===== src/rtl/duty_ctrl_if.sv =====
// Button inputs and duty outputs between duty_ctrl and its surroundings.
interface duty_ctrl_if;
    logic       btn_up_n;
    logic       btn_dn_n;
    logic [7:0] duty;
    logic       duty_valid;

    modport master (output btn_up_n, output btn_dn_n, input duty, input duty_valid);
    modport slave  (input btn_up_n, input btn_dn_n, output duty, output duty_valid);
endinterface


===== src/rtl/duty_ctrl.sv =====
// Two-button PWM duty controller: synchronize, debounce, press/hold/auto-repeat
// per button, saturating duty update, both-button clear.
module duty_ctrl #(
    parameter int DEBOUNCE_TICKS     = 270000,
    parameter int REPEAT_DELAY_TICKS = 13500000,
    parameter int REPEAT_RATE_TICKS  = 2700000,
    parameter int STEP               = 10,
    parameter int DUTY_INIT          = 0
) (
    input  logic        clk,
    input  logic        rst,
    duty_ctrl_if.slave  bus
);
    localparam int DB_W   = $clog2(DEBOUNCE_TICKS) + 1;
    localparam int HOLD_W = (($clog2(REPEAT_DELAY_TICKS) > $clog2(REPEAT_RATE_TICKS)) ?
                             $clog2(REPEAT_DELAY_TICKS) : $clog2(REPEAT_RATE_TICKS)) + 1;

    localparam logic [DB_W-1:0]   DB_LAST    = DB_W'(DEBOUNCE_TICKS - 1);
    localparam logic [HOLD_W-1:0] DELAY_LAST = HOLD_W'(REPEAT_DELAY_TICKS - 1);
    localparam logic [HOLD_W-1:0] RATE_LAST  = HOLD_W'(REPEAT_RATE_TICKS - 1);

    // state     | meaning
    // ST_IDLE   | accepted level released
    // ST_HOLD   | accepted pressed, counting to the auto-repeat delay
    // ST_REPEAT | auto-repeating, one step per repeat period
    typedef enum logic [1:0] {ST_IDLE, ST_HOLD, ST_REPEAT} state_t;

    // Index 0 is the up button, index 1 the down button; levels are raw polarity (1 = released).
    logic [1:0]        r_sync1;
    logic [1:0]        r_sync2;
    logic [1:0]        r_acc;
    logic [DB_W-1:0]   r_db_cnt   [2];
    state_t            r_state    [2];
    logic [HOLD_W-1:0] r_hold_cnt [2];
    logic [1:0]        r_req;
    logic              r_both_q;
    logic [7:0]        r_duty;
    logic              r_duty_valid;

    logic [1:0] w_pressed;
    logic       w_both;
    logic [8:0] w_sum;
    logic [7:0] w_up_val;
    logic [7:0] w_dn_val;
    logic [7:0] w_next;

    assign w_pressed = ~r_acc;
    assign w_both    = &w_pressed;

    always_ff @(posedge clk) begin
        if (rst) begin
            r_sync1 <= 2'b11;
            r_sync2 <= 2'b11;
            r_acc   <= 2'b11;
            for (int i = 0; i < 2; i++) begin
                r_db_cnt[i] <= '0;
            end
        end else begin
            r_sync1 <= {bus.btn_dn_n, bus.btn_up_n};
            r_sync2 <= r_sync1;
            for (int i = 0; i < 2; i++) begin
                if (r_sync2[i] == r_acc[i]) begin
                    r_db_cnt[i] <= '0;
                end else if (r_db_cnt[i] == DB_LAST) begin
                    r_acc[i]    <= r_sync2[i];
                    r_db_cnt[i] <= '0;
                end else begin
                    r_db_cnt[i] <= r_db_cnt[i] + DB_W'(1);
                end
            end
        end
    end

    // A held pair parks both FSMs in HOLD with a cleared count, so the survivor restarts its delay.
    always_ff @(posedge clk) begin
        if (rst) begin
            r_req <= 2'b00;
            for (int i = 0; i < 2; i++) begin
                r_state[i]    <= ST_IDLE;
                r_hold_cnt[i] <= '0;
            end
        end else begin
            for (int i = 0; i < 2; i++) begin
                r_req[i] <= 1'b0;
                if (!w_pressed[i]) begin
                    r_state[i]    <= ST_IDLE;
                    r_hold_cnt[i] <= '0;
                end else if (w_both) begin
                    r_state[i]    <= ST_HOLD;
                    r_hold_cnt[i] <= '0;
                end else begin
                    case (r_state[i])
                        ST_IDLE: begin
                            r_state[i]    <= ST_HOLD;
                            r_hold_cnt[i] <= '0;
                            r_req[i]      <= 1'b1;
                        end
                        ST_HOLD: begin
                            if (r_hold_cnt[i] == DELAY_LAST) begin
                                r_state[i]    <= ST_REPEAT;
                                r_hold_cnt[i] <= '0;
                                r_req[i]      <= 1'b1;
                            end else begin
                                r_hold_cnt[i] <= r_hold_cnt[i] + HOLD_W'(1);
                            end
                        end
                        ST_REPEAT: begin
                            if (r_hold_cnt[i] == RATE_LAST) begin
                                r_hold_cnt[i] <= '0;
                                r_req[i]      <= 1'b1;
                            end else begin
                                r_hold_cnt[i] <= r_hold_cnt[i] + HOLD_W'(1);
                            end
                        end
                        default: begin
                            r_state[i]    <= ST_IDLE;
                            r_hold_cnt[i] <= '0;
                        end
                    endcase
                end
            end
        end
    end

    // Clear wins over any step still in flight; simultaneous up and down cancel.
    always_comb begin
        w_sum    = {1'b0, r_duty} + 9'(STEP);
        w_up_val = w_sum[8] ? 8'hFF : w_sum[7:0];
        w_dn_val = (r_duty < 8'(STEP)) ? 8'h00 : (r_duty - 8'(STEP));
        w_next   = r_duty;
        if (w_both && !r_both_q) begin
            w_next = 8'(DUTY_INIT);
        end else if (r_req == 2'b01) begin
            w_next = w_up_val;
        end else if (r_req == 2'b10) begin
            w_next = w_dn_val;
        end
    end

    always_ff @(posedge clk) begin
        if (rst) begin
            r_both_q     <= 1'b0;
            r_duty       <= 8'(DUTY_INIT);
            r_duty_valid <= 1'b0;
        end else begin
            r_both_q     <= w_both;
            r_duty       <= w_next;
            r_duty_valid <= (w_next != r_duty);
        end
    end

    assign bus.duty       = r_duty;
    assign bus.duty_valid = r_duty_valid;
endmodule


===== src/flat_wrapper.sv =====
// flat-port wrapper written by rule: the top's interface ports become plain ports
module duty_ctrl_flat 
#(
    parameter int DEBOUNCE_TICKS     = 270000,
    parameter int REPEAT_DELAY_TICKS = 13500000,
    parameter int REPEAT_RATE_TICKS  = 2700000,
    parameter int STEP               = 10,
    parameter int DUTY_INIT          = 0
)
  (clk, rst, bus_btn_up_n, bus_btn_dn_n, bus_duty, bus_duty_valid);
  duty_ctrl_if bus_i ();
  input  logic clk;
  input  logic rst;
  input wire logic [$bits(bus_i.btn_up_n)-1:0] bus_btn_up_n;
  input wire logic [$bits(bus_i.btn_dn_n)-1:0] bus_btn_dn_n;
  output wire logic [$bits(bus_i.duty)-1:0] bus_duty;
  output wire logic [$bits(bus_i.duty_valid)-1:0] bus_duty_valid;
  assign bus_i.btn_up_n = bus_btn_up_n;
  assign bus_i.btn_dn_n = bus_btn_dn_n;
  assign bus_duty = bus_i.duty;
  assign bus_duty_valid = bus_i.duty_valid;
  duty_ctrl #(.DEBOUNCE_TICKS(DEBOUNCE_TICKS), .REPEAT_DELAY_TICKS(REPEAT_DELAY_TICKS), .REPEAT_RATE_TICKS(REPEAT_RATE_TICKS), .STEP(STEP), .DUTY_INIT(DUTY_INIT)) u_core (.clk(clk), .rst(rst), .bus(bus_i));
endmodule

===== config.mk =====
export PLATFORM = sky130hd
export DESIGN_NAME = duty_ctrl_flat
export DESIGN_NICKNAME = d
export VERILOG_FILES = /design/src/rtl/duty_ctrl_if.sv /design/src/rtl/duty_ctrl.sv /design/src/flat_wrapper.sv
export SDC_FILE = /design/constraint.sdc
export NUM_CORES = 1
export LEC_CHECK = 0
export CAP_MARGIN = 20
export CORE_MARGIN = 2
export CORE_UTILIZATION = 25
export DETAILED_ROUTE_END_ITERATION = 10
export GPL_TIMING_DRIVEN = 0
export PLACE_DENSITY = 0.43
export SETUP_SLACK_MARGIN = 0.5
export SYNTH_ARGS = -nofsm -noshare
export SYNTH_HDL_FRONTEND = slang
export SYNTH_SLANG_ARGS = --single-unit

===== constraint.sdc =====
create_clock -name clk -period 5.6 [get_ports clk]
set_input_delay 1.12 -clock clk [delete_from_list [all_inputs] [get_ports clk]]
set_output_delay 1.12 -clock clk [all_outputs]
set_load 0.005 [all_outputs]

==> impl_metrics.yaml <==
layout:
  n_antenna_cell: 0
  register_area_sq_um: 3180
  instances_no_fill: 1088
  multi_input_area_sq_um: 3270
  nets: 763
  fill_cells: 2657
  area_delta_synth_final_pct: 18.3
  fin_util_pct: 29.8
  final_area_sq_um: 7430
  drive_above_1_share_pct: 3.69
setup_path:
  cp_max_fo: 10
  slowest_delay_ns: 0.59
  rr_worst_depth: 8
  path_class: "flip-flop to flip-flop"
  end_kind: "flip-flop"
  worstPathCellList: "ha_1 > and4_1 > nand3_1 > or4_1 > nor3b_1 > o21bai_1 > clkbuf_1 > nor2_1"
  ff2ff_setup_slack_ns: 2.43
  cp_data_required_time_ns: 5.69
  r2r-end: "u_core.r_hold_cnt[0][13]"
  rr_startpoint: "u_core.r_hold_cnt[0][0]"
  slowest_stage: "o21bai_1"
  worstPathArrival_ns: 3.27
  startpoint_type: "flip-flop"
timing:
  fin_crit_sh_pct: 56.7
  skew_ns: 0.00940
  setup_slack_ns: 2.43
  setup_viol: 0
  whs_ns: 0.410
  clock.fmax_ghz: 0.315
  hold_violations: 0
  min_period_ns: 3.17
  rsz0062_at_grt: "false"
  max-slew-margin-rel_pct: 34.7
  drv_slew: 0
  setup_tns_ns: 0
  tightest_slew_ns: 0.972
die:
  die-area_sq_um: 26400
  die_x_microns: 162
  io_pins: 13
  initial_utilization_pct: 25.2
  die-height_microns: 162
  rows: 58
  core_sq_um: 24900
routing:
  routed_via_density: 4.31
  totalWireLength_mm: 12.7
  antenna_left: 0
  firstDrtPassIters: 4
  drt-initial-drc-count: 267
  wl_per_cell_microns: 11.7
  drc: 0
  vias: 4686
synth:
  synth_ff_type: "edfxtp_1"
  ys_seq_area_share_pct: 50.7
  synth_seq_cells: 112
  syn_inst: 642
  synth-async-reset-ratio_pct: 0
  yosysUniqueCellTypes: 59
  synth_warnings: 0
  synth_edf_count: 94
  avgSynthCellArea_sq_um: 9.78
  netlist_area_sq_um: 6280
power_and_ir_drop:
  leakage_nw: 2.49
  power_density_nw_per_um2: 224
  power_mw: 1.66
  ir_drop_uv: 129
min_path:
  hold_path.startpoint: "u_core.r_sync1[0]"
  holdPathEnd: "u_core.r_sync2[0]"
  holdPathStages: 1
  hold_path.class: "flip-flop to flip-flop"
clocking:
  cts_tree: "done"
  ctsResizeCount: 0
  cts_setup_buffers: 0
  clk_pin_slew_ns: 0.08
  htree_levels: 3
  clock_sinks: 112
  cts.path.max_buffers: 2
  numCtsBuffers: 9
  clk_latency_ns: 0.36
  cts-root-buf: "clkbuf_16"
  cts_hold_buf: 0
placed_design:
  place_ws_ns: 2.38
  gp_congestion: 0.763
  dp_cells: 1072
  place_area_sq_um: 7140
  dp_hpwl_mm: 9.25
  port-buffer-count: 11
outcome:
  status: "complete, no violations"
grt:
  grt_pass1_vias: 4523
  grt_pass1_wl_mm: 21.8
  overflow: 0
  grt_max_degree: 19
  antenna_found_initial: 0
  globalRouteTotalUtil_pct: 10.2
run:
  maxCapViolations: 0
-- worst max-delay path by stage --
stage / slack, ns / start / endpoint / depth (start not counted)
floorplan: 2.82 / u_core.r_hold_cnt[1][8] / u_core.r_hold_cnt[1][18] / 7
global placement: 2.36 / u_core.r_hold_cnt[0][0] / u_core.r_hold_cnt[0][18] / 8
detailed placement: 2.38 / u_core.r_hold_cnt[0][0] / u_core.r_hold_cnt[0][13] / 8
finish: 2.43 / u_core.r_hold_cnt[0][0] / u_core.r_hold_cnt[0][13] / 8
CTS: 2.35 / u_core.r_hold_cnt[0][0] / u_core.r_hold_cnt[0][13] / 8
global route: 2.11 / u_core.r_hold_cnt[0][0] / u_core.r_hold_cnt[0][15] / 8
-- cell usage in the layout (no fill, tap or decap), drive strengths merged, types with 4 or more instances in the layout --
cell             n
a211oi           5
a21oi           15
and3             9
and4             8
clkbuf          28
clkdlybuf4s50   11
conb            90
dfxtp           18
edfxtp          94
ha               6
inv             19
nand2           41
nand2b           5
nand3           44
nand4           21
nor2           142
nor3            21
nor4             7
nor4b            5
o21ai            7
or2              7
or3              4
or4              6
xnor2           42
xor2            45
-- synthesized netlist by cell type, types with 4 or more instances --
library cell / instances / area (sq um)
nor2_1: 142 / 533
edfxtp_1: 94 / 2820
xor2_1: 45 / 394
nand3_1: 44 / 220
xnor2_1: 42 / 368
nand2_1: 41 / 154
nand4_1: 21 / 131
nor3_1: 21 / 105
dfxtp_1: 18 / 360
inv_1: 18 / 67.6
clkbuf_1: 17 / 63.8
a21oi_1: 15 / 75.1
and3_1: 9 / 56.3
and4_1: 8 / 70.1
nor4_1: 7 / 43.8
or2_2: 7 / 43.8
ha_1: 6 / 75.1
o21ai_0: 6 / 30.0
a211oi_1: 5 / 37.5
nand2b_1: 5 / 31.3
nor4b_1: 5 / 43.8
or4_1: 5 / 37.5
or3_1: 4 / 25.0
-- cell families after synthesis --
family,Yosys count,share of synthesized area (%)
mux,3,0.498
xor+xnor,87,12.1
flops,112,50.7
simple gates,339,26.6
compound gates,56,6.32
fa+ha+maj,6,1.20
other cells,1,0.0597
buf+inv,38,2.51
-- critical path, delay by kind of cell, from the launching register on --
family / cells / cell delay [ns]
buf+inv: 1 / 0.42
simple gates: 5 / 1.24
flops: 1 / 0.41
fa+ha+maj: 1 / 0.23
compound gates: 1 / 0.59
-- metal layers --
layer  vias up  routed length (microns)  track usage (%)
met4         0                      150             2.86
met2        37                     5830             16.5
met1      2205                     6360             13.4
met3        12                      353             2.85
met5         -                        0                0
li1       2432                        -                -
-- registers in the layout, summed over array words and instances (netlist names) --
name / count
u_core.r_sync1: 2
u_core.r_state: 4
u_core.bus.duty_valid: 1
u_core.r_acc: 2
u_core.r_both_q: 1
u_core.r_db_cnt: 40
u_core.r_req: 2
u_core.bus.duty: 8
u_core.r_hold_cnt: 50
u_core.r_sync2: 2
-- report_power, final --
part / total (mW) / internal, mW / switching (mW)
Combinational: 0.0489 / 0.0211 / 0.0278
Sequential: 0.956 / 0.926 / 0.0296
Clock: 0.655 / 0.348 / 0.307
Total: 1.66 / 1.30 / 0.364
-- area by class of cell --
type	count	area share, %
Clock buffer	11	3.13
Buffer	20	1.21
Tap cell	330	5.56
Timing Repair Buffer	11	1.48
Clock inverter	5	0.758
Sequential cell	112	42.9
Multi-Input combinational cell	581	44.1
Inverter	18	0.910
Power figures use the tool's default switching activity.
